`src/rtl/traffic_light_ctrl.sv`:
```
// Two-road traffic light sequencer timed by a synchronised 1 Hz tick, with pedestrian
// green truncation and a manual hold; all outputs registered.
module traffic_light_ctrl #(
  parameter int GREEN_T  = 20,
  parameter int YELLOW_T = 3,
  parameter int ALLRED_T = 1,
  parameter int PED_MIN  = 5
) (
  input  logic       clk_in,
  input  logic       reset,
  input  logic       tick_in,
  input  logic       ped_req,
  input  logic       hold,
  output logic [2:0] ns_light,
  output logic [2:0] ew_light,
  output logic [7:0] remaining,
  output logic       sec_pulse,
  output logic [2:0] phase
);

  typedef enum logic [2:0] {
    NS_GREEN  = 3'd0,
    NS_YELLOW = 3'd1,
    ALLRED_A  = 3'd2,
    EW_GREEN  = 3'd3,
    EW_YELLOW = 3'd4,
    ALLRED_B  = 3'd5
  } state_t;

  localparam logic [7:0] G_T   = 8'(GREEN_T);
  localparam logic [7:0] Y_T   = 8'(YELLOW_T);
  localparam logic [7:0] A_T   = 8'(ALLRED_T);
  localparam logic [7:0] PED_T = 8'(PED_MIN);

  localparam logic [2:0] LAMP_RED    = 3'b100;
  localparam logic [2:0] LAMP_YELLOW = 3'b010;
  localparam logic [2:0] LAMP_GREEN  = 3'b001;

  logic       sync1, sync2, edge_q;
  state_t     state, state_nxt, succ;
  logic [7:0] rem_nxt;
  logic [2:0] ns_nxt, ew_nxt;
  logic       ped_pending, ped_nxt;
  logic       legal, is_green;

  function automatic logic [7:0] dur_of(input state_t s);
    case (s)
      NS_GREEN, EW_GREEN:   dur_of = G_T;
      NS_YELLOW, EW_YELLOW: dur_of = Y_T;
      default:              dur_of = A_T;
    endcase
  endfunction

  // tick_in is asynchronous: two-flop synchroniser, then rising-edge detect
  always_ff @(posedge clk_in or posedge reset) begin
    if (reset) begin
      sync1     <= 1'b0;
      sync2     <= 1'b0;
      edge_q    <= 1'b0;
      sec_pulse <= 1'b0;
    end else begin
      sync1     <= tick_in;
      sync2     <= sync1;
      edge_q    <= sync2;
      sec_pulse <= sync2 & ~edge_q;
    end
  end

  always_ff @(posedge clk_in or posedge reset) begin
    if (reset) begin
      state       <= NS_GREEN;
      remaining   <= G_T;
      ns_light    <= LAMP_GREEN;
      ew_light    <= LAMP_RED;
      ped_pending <= 1'b0;
    end else begin
      state       <= state_nxt;
      remaining   <= rem_nxt;
      ns_light    <= ns_nxt;
      ew_light    <= ew_nxt;
      ped_pending <= ped_nxt;
    end
  end

  always_comb begin
    state_nxt = state;
    rem_nxt   = remaining;
    ped_nxt   = ped_pending | ped_req;
    succ      = NS_GREEN;
    legal     = 1'b1;
    is_green  = (state == NS_GREEN) || (state == EW_GREEN);
    ns_nxt    = LAMP_GREEN;
    ew_nxt    = LAMP_RED;

    case (state)
      NS_GREEN:  succ = NS_YELLOW;
      NS_YELLOW: succ = ALLRED_A;
      ALLRED_A:  succ = EW_GREEN;
      EW_GREEN:  succ = EW_YELLOW;
      EW_YELLOW: succ = ALLRED_B;
      ALLRED_B:  succ = NS_GREEN;
      default:   legal = 1'b0;
    endcase

    if (!legal) begin
      state_nxt = NS_GREEN;
      rem_nxt   = G_T;
    end else if (!hold) begin
      // Truncation takes priority and swallows a coincident tick
      if (is_green && ped_pending && (remaining > PED_T)) begin
        rem_nxt = PED_T;
      end else if (sec_pulse) begin
        if (remaining == 8'd1) begin
          state_nxt = succ;
          rem_nxt   = dur_of(succ);
          if ((succ == NS_YELLOW) || (succ == EW_YELLOW))
            ped_nxt = ped_req;
        end else begin
          rem_nxt = remaining - 8'd1;
        end
      end
    end

    case (state_nxt)
      NS_YELLOW: begin ns_nxt = LAMP_YELLOW; ew_nxt = LAMP_RED;    end
      ALLRED_A:  begin ns_nxt = LAMP_RED;    ew_nxt = LAMP_RED;    end
      EW_GREEN:  begin ns_nxt = LAMP_RED;    ew_nxt = LAMP_GREEN;  end
      EW_YELLOW: begin ns_nxt = LAMP_RED;    ew_nxt = LAMP_YELLOW; end
      ALLRED_B:  begin ns_nxt = LAMP_RED;    ew_nxt = LAMP_RED;    end
      default:   begin ns_nxt = LAMP_GREEN;  ew_nxt = LAMP_RED;    end
    endcase
  end

  assign phase = state;

endmodule

```
`config.mk`:
```
export PLATFORM = sky130hd
export DESIGN_NAME = traffic_light_ctrl
export DESIGN_NICKNAME = d
export VERILOG_FILES = /design/src/rtl/traffic_light_ctrl.sv
export SDC_FILE = /design/constraint.sdc
export NUM_CORES = 1
export LEC_CHECK = 0
export CAP_MARGIN = 10
export CORE_AREA = 10 10 54 66
export DETAILED_ROUTE_END_ITERATION = 6
export DIE_AREA = 0 0 64 76
export PLACE_DENSITY_LB_ADDON = 0.08
export SKIP_LAST_GASP = 1
export SLEW_MARGIN = 20
export SYNTH_ARGS = -nofsm -noshare
export SYNTH_HDL_FRONTEND = slang
export SYNTH_SLANG_ARGS = --single-unit
```
`constraint.sdc`:
```
create_clock -name clk_in -period 5.1 [get_ports clk_in]
set_input_delay 1.02 -clock clk_in [delete_from_list [all_inputs] [get_ports clk_in]]
set_output_delay 1.02 -clock clk_in [all_outputs]
set_load 0.1 [all_outputs]
```
# Word level (Yosys, flattened, before mapping)
# Cells that the tools add are included.
# totals
reg_bits	22
wordCells	62
# op_classes
n_addsub	1
order_cmp	1
eq_ne	16
muxes	21
bitwise_logic	3
n_reduce_logical	11
# ops
op	n
$mux W8	5
$eq A3 B2 Y1 const B	5
$eq A3 B3 Y1 const B	5
$mux W3	5
$pmux W3 S5	1
$pmux W3 S2	2
$pmux W5 S2	1
$eq A3 B1 Y1 const B	3
$eq A8 B1 Y1 const B	1
$gt A8 B3 Y1 const B	1
$sub A8 B1 Y8 const B	1
$mux W1	7
$logic_not A3 Y1	2
$reduce_or A6 Y1	1
$reduce_or A2 Y1	2
$reduce_or A4 Y1	1
$ne A3 B2 Y1 const B	1
$logic_and A1 B1 Y1	2
$logic_or A1 B1 Y1	2
$ne A2 B2 Y1 const B	1
$reduce_and A2 Y1	1
$and A1 B1 Y1	1
$not A1 Y1	1
$or A1 B1 Y1	1

# Depth between registers and ports, before layout
# Gate-level depths: netlist (run 1).
# logic_depth
ltp_word	10
ltp_mapped	8
depth_no_buf	7

# Worst setup path before layout (run 1)
# Ideal clock, no wire load.
# synth_timing
path_kind	reg-to-reg
startpoint	register remaining[5]
endpoint	register remaining[7]
setup_time_ns	0.106
arrival_ns	2.582
t_required_ns	4.994
path_slack_ns	2.412
stages_incl_launch_ff	7
path_buffers	1
synth_period_minus_slack_ns	2.688
cell_sequence	dfrtp_1 -> or4_4 -> buf_6 -> o311ai_4 -> nand3_2 -> or3_4 -> o32ai_1
# synth_between
elab_chain_cells	6
# synth_lines
element	line_no	text
start: declaration	16	output logic [7:0] remaining,
start signal: assignment	78	remaining <= rem_nxt;
$sub A8 B1 Y8 or $eq A8 B1 Y1 (tied branches)	119, 113	
$mux W8	113	if (remaining == 8'd1) begin
$mux W8	112	end else if (sec_pulse) begin
$mux W8	110	if (is_green && ped_pending && (remaining > PED_T)) begin
$mux W8	108	end else if (!hold) begin
$mux W8	105	if (!legal) begin
# Parallel ways exist; a longest one is shown, timed or not. The select of a mux whose other input is x is not followed.
# A chain may end at the register's enable or synchronous reset.

# Final worst setup path (run 1)
# layout_timing
startpoint	register state[2] (netlist: phase[2])
endpoint	output port phase[2]
# layout_lines
element	line_no	text
start: declaration	40	state_t state, state_nxt, succ;
start signal: assignment	77	state <= state_nxt;
end: declaration	18	output logic [2:0] phase
# No word-level cell between the ends.

==> flow_metrics.tcl, run 1 <==
set metrics [dict create \
    rsz0062_at_grt "no" \
    grt-ovfl-total 0 \
    r2r.worst_path.cells 5 \
    avgSynthCellArea_um2 9.325 \
    path_buf_inv 1 \
    ir_drop_v 0.0003728 \
    final_nets 155 \
    ys_types 38 \
    postLayoutCellArea_mm2 0.001483 \
    synthArstFlopShare_pct 100.0 \
    post-dp-hpwl_mm 2.049 \
    std_cell_rows 20 \
    cts_sinks 22 \
    worstSetupEndpointType "output pin" \
    finalHoldViolations 0 \
    clock_latency_ns 0.30 \
    required_ns 4.08 \
    p_per_area_mw_per_mm2 577.4 \
    fin_util_pct 62.37 \
    r2r_start "remaining[4]" \
    diodes 0 \
    grt_max_degree 23 \
    route.vias.total 986 \
    io_buffers 22 \
    crit_fanout 14 \
    p_leak_nw 0.5868 \
    htree_num_levels 1 \
    crit_slowest_cell "clkdlybuf4s50_1" \
    root_buffer "clkbuf_4" \
    rr_endpoint "remaining[7]" \
    crit_start "phase[2]" \
    criticalPathCategory "register to output pin" \
    synth_ff_type "dfrtp_1" \
    crit_family "buffers and inverters" \
    drc 0 \
    synth_edf_count 0 \
    cp_cell_sequence "clkdlybuf4s50_1" \
    initial_utilization_pct 50.21 \
    synth_top_area_share_pct 37.74 \
    tightest_slew_ns 0.9809 \
    dieWidth_um 64 \
    grt_pass1_wl_mm 4.788 \
    crit_path_end "phase[2]" \
    postCtsSetupRepairBufs 0 \
    fp.dieArea_mm2 0.004864 \
    crit_cells 1 \
    ys_seq_area_share_pct 46.54 \
    max_freq_mhz 314.0 \
    gr-usage-all-layers_pct 11.76 \
    place_area_mm2 0.001421 \
    hp-class "register to register" \
    gp_congestion 0.9460 \
    reg2reg_setup_slack_ns 2.66 \
    cts_resized 0 \
    ant_nets 0 \
    hold_slack_ns 0.3689 \
    drt-total-wl_mm 2.818 \
    slew_headroom_pct 34.40 \
    detail_route.first_pass.iterations 4 \
    postSynthCellCount 128 \
    ios 23 \
    yosys.area.top_type "dfrtp_1" \
    drive_gt1_share_pct 8.844 \
    ys_ff_latch 22 \
    setup_viol 0 \
    core-area_mm2 0.002377 \
    antenna_found_initial 0 \
    status "complete, no violations" \
    clkTransAtPathRegs_ns 0.12 \
    die_y_um 76 \
    drt_iter0_drc 66 \
    finalSetupTns_ns 0 \
    yosysWarningCount 0 \
    maxSlewViolCount 0 \
    cts_made_buffers 3 \
    drt-vias-per-instance 5.478 \
    slowest_delay_ns 1.22 \
    synth.area.top_cells "dfrtp_1 38%, dfstp_2 8.8%, o21ai_0 4.2%" \
    skew_ns 0.001212 \
    tritoncts "yes" \
    cap_viol_max_count 0 \
    period_share_pct 62.44 \
    cp.arrival_ns 2.16 \
    power_w 0.0008561 \
    routedWlPerCell_um 15.66 \
    min_period_ns 3.185 \
    netlist_area_mm2 0.001194 \
    clk_path_buf_depth 2 \
    grt_pass1_vias 1002 \
    cts_hold_buffers 0 \
    startpoint_type "register" \
    area_delta_synth_final_pct 24.21 \
    synth_fp_nets 135 \
]
## cell usage after synthesis, drive strengths merged (2+ instances only)
master,count
o32ai,3
nor3,5
or4,2
nand3b,2
o22ai,3
inv,7
ha,2
or3,3
nand3,3
nor2b,4
and3,2
xnor2,3
o21ai,12
nor2,12
dfstp,4
nand2,11
clkbuf,6
a21oi,9
nand2b,3
dfrtp,18
## area by class of cell
class                           instances  area (µm²)
Clock buffer                            3       22.52
Clock inverter                          1       30.03
Fill cell                             211       894.6
Inverter                                7       26.28
Multi-Input combinational cell         92       586.8
Sequential cell                        22       555.5
Tap cell                               33       41.29
Timing Repair Buffer                   22       220.2
## where the power goes
part / switching, W / internal, W
combinational: 0.000335 / 0.000135
clock: 0.0000524 / 0.0000794
sequential: 0.0000442 / 0.000210
## routing by layer
metal / part of all wire (%) / routed length, µm / GRT usage, % / vias up
met5: 0 / 0 / 0 / -
met4: 0.67 / 19 / 4.167 / 0
met3: 7.0 / 198 / 3.824 / 2
met2: 51 / 1441 / 19.66 / 21
met1: 41 / 1159 / 13.48 / 471
li1: - / - / - / 492
## per-stage QoR
stage          std cells  worst slack (ns)
2_1_floorplan        128             2.412
3_3_place_gp         176             2.174
3_5_place_dp         176             2.063
4_1_cts              180             1.898
5_1_grt              180             1.817
6_report             180             1.915
## state kept, by name (all words and copies together) (netlist names)
| signal | count |
|---|---|
| remaining | 8 |
| phase | 3 |
| ns_light | 3 |
| sync2 | 1 |
| sync1 | 1 |
| edge_q | 1 |
| ew_light | 3 |
| ped_pending | 1 |
| sec_pulse | 1 |
## cell families after synthesis
| family | count (synthesis) | share of synthesized area (%) |
|---|---|---|
| xor+xnor | 4 | 2.936 |
| simple gates | 50 | 22.75 |
| fa+ha+maj | 2 | 2.096 |
| compound gates | 35 | 19.81 |
| flops | 22 | 46.54 |
| buf+inv | 14 | 5.032 |
| mux | 1 | 0.8386 |
## layout by cell type, fill, tap and decap left out, types with 2 or more instances in the layout
master and n:
clkdlybuf4s50_1 22, dfrtp_1 18, nor2_1 12, nand2_1 11
o21ai_0 10, a21oi_1 9, inv_1 7, nor3_1 5
nor2b_1 4, dfstp_2 4, nand2b_1 3, xnor2_1 3
o32ai_1 3, o22ai_1 3, clkbuf_4 3, and3_1 2
o21ai_1 2, or3_1 2, nand3_1 2, nand3b_1 2
ha_1 2
## worst min path at each step
stage	to	from	cells after the start	slack, ns
after floorplan	sync2	sync1	0	0.33
after global routing	sync2	sync1	0	0.38
final	sync2	sync1	0	0.37
after global placement	sync2	sync1	0	0.34
after CTS	sync2	sync1	0	0.37
after detailed placement	sync2	sync1	0	0.34
Note: power is estimated with default switching activity, not from simulation.
==> inputs of run 2 (changes only) <==
--- a/config.mk
+++ b/config.mk
@@ -6,9 +6,9 @@
 export NUM_CORES = 1
 export LEC_CHECK = 0
 export CAP_MARGIN = 10
-export CORE_AREA = 10 10 54 66
+export CORE_AREA = 10 10 55 68
 export DETAILED_ROUTE_END_ITERATION = 6
-export DIE_AREA = 0 0 64 76
+export DIE_AREA = 0 0 65 78
 export PLACE_DENSITY_LB_ADDON = 0.08
 export SKIP_LAST_GASP = 1
 export SLEW_MARGIN = 20
==> constraint.sdc (replaced) <==
create_clock -name clk_in -period 3.1 [get_ports clk_in]
set_input_delay 0.62 -clock clk_in [delete_from_list [all_inputs] [get_ports clk_in]]
set_output_delay 0.62 -clock clk_in [all_outputs]
set_load 0.1 [all_outputs]
==> flow_metrics.tcl, run 2 (synthesized netlist as in run 1, its figures left out) <==
set metrics [dict create \
    post-dp-hpwl_mm 2.141 \
    max_freq_mhz 422.6 \
    fp.dieArea_mm2 0.005070 \
    worstSetupEndpointType "register" \
    path_buf_inv 0 \
    p_per_area_mw_per_mm2 958.4 \
    gr-usage-all-layers_pct 11.58 \
    initial_utilization_pct 46.83 \
    cts_sinks 22 \
    hold_depth 0 \
    drt-total-wl_mm 2.811 \
    criticalPathCategory "register to register" \
    diodes 0 \
    drive_gt1_share_pct 22.15 \
    largest_register "remaining" \
    die_y_um 78 \
    clock_latency_ns 0.30 \
    layout_common_cells "20 x buf_4, 18 x dfrtp_1, 12 x nor2_1, 11 x nand2_1, 10 x o21ai_0" \
    skew_ns 0.004652 \
    tightest_slew_ns 0.8181 \
    grt-ovfl-total 0 \
    antenna_found_initial 0 \
    grt_pass1_wl_mm 4.864 \
    clk_path_buf_depth 2 \
    crit_fanout 8 \
    rsz0062_at_grt "no" \
    grt_max_degree 23 \
    detail_route.first_pass.iterations 4 \
    period_share_pct 76.33 \
    core-area_mm2 0.002549 \
    startpoint_type "register" \
    finalHoldViolations 0 \
    slew_headroom_pct 45.40 \
    route.vias.total 1002 \
    cap_viol_max_count 0 \
    min_period_ns 2.366 \
    ant_nets 0 \
    hp-class "register to register" \
    final_common_cell "buf_4" \
    drt-vias-per-instance 5.475 \
    cp_cell_sequence "or4_4 -> o311ai_4 -> nand3_2 -> or3_4 -> o32ai_1" \
    ir_drop_v 0.0005047 \
    r2r.worst_path.cells 5 \
    grt_pass1_vias 1056 \
    maxSlewViolCount 0 \
    ios 23 \
    gp_congestion 0.8762 \
    status "complete, no violations" \
    postCtsSetupRepairBufs 0 \
    p_leak_nw 0.6238 \
    cts_hold_buffers 0 \
    cts_made_buffers 3 \
    tritoncts "yes" \
    htree_num_levels 1 \
    fin_util_pct 56.70 \
    cts_resized 0 \
    hold_slack_ns 0.3826 \
    area_delta_synth_final_pct 21.07 \
    io_buffers 22 \
    setup_viol 0 \
    required_ns 3.32 \
    drc 0 \
    largest_reg_flops 8 \
    slowest_delay_ns 0.62 \
    finalSetupTns_ns 0 \
    root_buffer "clkbuf_4" \
    crit_family "simple AND/OR/NAND/NOR gates" \
    std_cell_rows 21 \
    crit_slowest_cell "or4_4" \
    routedWlPerCell_um 15.36 \
    dieWidth_um 65 \
    crit_cells 5 \
    clkTransAtPathRegs_ns 0.13 \
    drt_iter0_drc 36 \
    final_nets 157 \
    cp.arrival_ns 2.58 \
]
run 2: cell types whose count changed in the layout (fill, tap and decap cells not counted):
cell	delta
clkdlybuf4s50_1	-18
buf_4	+20
nor4_2	+1
nor4_4	-1
run 2: per-stage QoR:
step	instances	total power (W)	instance area (µm²)	setup slack [ns]
floorplan	128	0.001033	1194	0.4119
global placement	179	0.001174	1393	0.7413
detailed placement	179	0.001174	1393	0.6967
CTS	183	0.001393	1445	0.7398
global route	183	0.001465	1445	0.6161
finish	183	0.001385	1445	0.7339
run 2: final timing paths:
check / from / endpoint / slack (ns)
worst max-delay path: remaining[4] / remaining[7] / 0.73
worst min-delay path: sync2 / edge_q / 0.38
worst max register to register: remaining[4] / remaining[7] / 0.73
worst min register to register: sync2 / edge_q / 0.38
max in group asynchronous: reset / ped_pending / 1.83
min in group asynchronous: reset / sync2 / 0.76
run 2: cell type report:
type | count | area, µm²
multi-input cells | 92 | 578.1
repair buffers | 24 | 190.2
well taps | 34 | 42.54
inverters | 7 | 26.28
clock inverters | 1 | 30.03
flip-flops and latches | 22 | 555.5
fillers | 249 | 1104
clock buffers | 3 | 22.52
run 2: where the power goes:
group	internal [W]	total [W]	switching [W]	leakage, nW
Sequential	0.000345	0.000415	0.0000704	0.275
Combinational	0.000209	0.000752	0.000542	0.321
Clock	0.000131	0.000218	0.0000874	0.0279
Total	0.000685	0.00139	0.000700	0.624
run 2: metal layers:
metal	GRT usage, %	wire, µm
met5	0	0
met3	2.874	154
met4	4.721	23
met2	19.86	1462
met1	13.27	1170
run 2: worst reg2reg max path, cell delays in order (launching register included):
cell and delay (ns):
dfstp_2 0.43, or4_4 0.62, o311ai_4 0.45, nand3_2 0.18
or3_4 0.37, o32ai_1 0.22
==> inputs of run 3 (changes only) <==
--- a/config.mk
+++ b/config.mk
@@ -6,9 +6,9 @@
 export NUM_CORES = 1
 export LEC_CHECK = 0
 export CAP_MARGIN = 10
-export CORE_AREA = 10 10 55 68
+export CORE_AREA = 10 10 58 71
 export DETAILED_ROUTE_END_ITERATION = 6
-export DIE_AREA = 0 0 65 78
+export DIE_AREA = 0 0 68 81
 export PLACE_DENSITY_LB_ADDON = 0.08
 export SKIP_LAST_GASP = 1
 export SLEW_MARGIN = 20
==> constraint.sdc (replaced) <==
create_clock -name clk_in -period 2.1 [get_ports clk_in]
set_input_delay 0.42 -clock clk_in [delete_from_list [all_inputs] [get_ports clk_in]]
set_output_delay 0.42 -clock clk_in [all_outputs]
set_load 0.1 [all_outputs]
==> flow_metrics.tcl, run 3 (synthesized netlist as in run 1, its figures left out) <==
set metrics [dict create \
    ios 23 \
    crit_family "simple AND/OR/NAND/NOR gates" \
    drive_gt1_share_pct 33.13 \
    max_freq_mhz 483.6 \
    grt_pass1_vias 1124 \
    crit_slowest_cell "or4_4" \
    switchingPower_w 0.001101 \
    grt-ovfl-total 0 \
    worstSetupEndpointType "register" \
    ant_nets 0 \
    hp-class "register to register" \
    gr-usage-all-layers_pct 11.97 \
    clk_path_buf_depth 2 \
    grt_max_degree 23 \
    dieWidth_um 68 \
    gp_congestion 0.9049 \
    htree_num_levels 1 \
    cp.arrival_ns 2.31 \
    std_cell_rows 22 \
    ir_drop_v 0.0007915 \
    p_per_area_mw_per_mm2 1323 \
    postCtsSetupRepairBufs 0 \
    intPower_w 0.001071 \
    pre_cts_slack_ns 0.05117 \
    slowest_delay_ns 0.57 \
    largest_reg_flops 8 \
    rsz0062_at_grt "yes" \
    p_seq_share_pct 26.7 \
    cts_made_buffers 3 \
    p_leak_nw 0.7058 \
    root_buffer "clkbuf_4" \
    final_nets 171 \
    setup_viol 0 \
    fp.dieArea_mm2 0.005508 \
    largest_register "remaining" \
    switching_share_pct 50.68 \
    area_delta_synth_final_pct 37.53 \
    slew_headroom_pct 69.26 \
    nFillCells 270 \
    routedWlPerCell_um 16.03 \
    skew_ns 0.01126 \
    maxSlewViolCount 0 \
    place_area_mm2 0.001608 \
    tightest_slew_ns 0.4578 \
    post-dp-hpwl_mm 2.377 \
    io_buffers 22 \
    tritoncts "yes" \
    drc 0 \
    crit_fanout 5 \
    drt-vias-per-instance 5.402 \
    route.vias.total 1075 \
    die_y_um 81 \
    core-area_mm2 0.002863 \
    clock_latency_ns 0.32 \
    min_period_ns 2.068 \
    initial_utilization_pct 41.70 \
    drt_iter0_drc 62 \
    antenna_found_initial 0 \
    clockPowerShare_pct 9.7 \
    path_buf_inv 0 \
    pwr-share-comb_pct 63.7 \
    grt_pass1_wl_mm 5.140 \
    status "complete, no violations" \
    cp_cell_sequence "or4_4 -> o311ai_4 -> nand3_2 -> or3_4 -> o32ai_2" \
    drt-total-wl_mm 3.189 \
    final_common_cell "buf_4" \
    startpoint_type "register" \
    criticalPathCategory "register to register" \
    clkTransAtPathRegs_ns 0.13 \
    period_share_pct 98.48 \
    detail_route.first_pass.iterations 4 \
    fin_util_pct 57.34 \
    postLayoutCellArea_mm2 0.001642 \
    diodes 0 \
    setup_slack_ns 0.03198 \
    layout_common_cells "27 x buf_4, 12 x nor2_1, 12 x dfrtp_1, 11 x nand2_1, 10 x o21ai_0" \
    finalHoldViolations 0 \
    cap_viol_max_count 0 \
    required_ns 2.34 \
    cts_sinks 22 \
]
## run 3: cell types whose count changed in the layout (fill, tap and decap cells not counted), sizes merged
cell and delta:
bufinv -1, buf +14, clkbuf +1
## run 3: power by group through the flow
stage | clock network, W | registers [W] | logic (W)
after floorplan | 0 | 0.00105 | 0.000492
after global placement | 0 | 0.000582 | 0.00138
after detailed placement | 0 | 0.000587 | 0.00138
after CTS | 0.000213 | 0.000579 | 0.00138
after global routing | 0.000226 | 0.000591 | 0.00147
final | 0.000210 | 0.000579 | 0.00138
## run 3: what timing repair did
action                                  CTS  global route
gates resized for setup                   0             1
endpoints found under the setup margin    0             6
hold buffers                              0             0
## run 3: path summary, 6_finish.rpt
path                       cells past startpoint  slack [ns]          from      endpoint
min                                            0        0.38         sync1         sync2
max reg2reg                                    5        0.03  remaining[6]  remaining[7]
max in group asynchronous                      3        1.38         reset  remaining[2]
max                                            5        0.03  remaining[6]  remaining[7]
min reg2reg                                    0        0.38         sync1         sync2
min in group asynchronous                      3        0.43         reset   ns_light[1]
## run 3: layer usage
layer	wire, µm	GRT usage, %
met5	0	0
met4	38	4.234
met3	192	3.719
met2	1666	21.27
met1	1291	12.88
## run 3: cell type report
type	count	area, µm²	area share (%)
Inverter	7	26.28	1.601
Sequential cell	22	568.0	34.60
Multi-Input combinational cell	92	593.1	36.13
Timing Repair Buffer	38	382.9	23.32
Clock buffer	4	26.28	1.601
Tap cell	36	45.04	2.744
## run 3: metrics by stage
step | total power (W) | TNS (ns) | hold slack (ns) | std cells
2_1_floorplan | 0.001539 | -1.448 | 0.3312 | 128
3_3_place_gp | 0.001958 | 0 | 0.3419 | 195
3_5_place_dp | 0.001964 | 0 | 0.3411 | 195
4_1_cts | 0.002171 | 0 | 0.3815 | 199
5_1_grt | 0.002286 | -0.06717 | 0.4009 | 199
6_report | 0.002172 | 0 | 0.3787 | 199
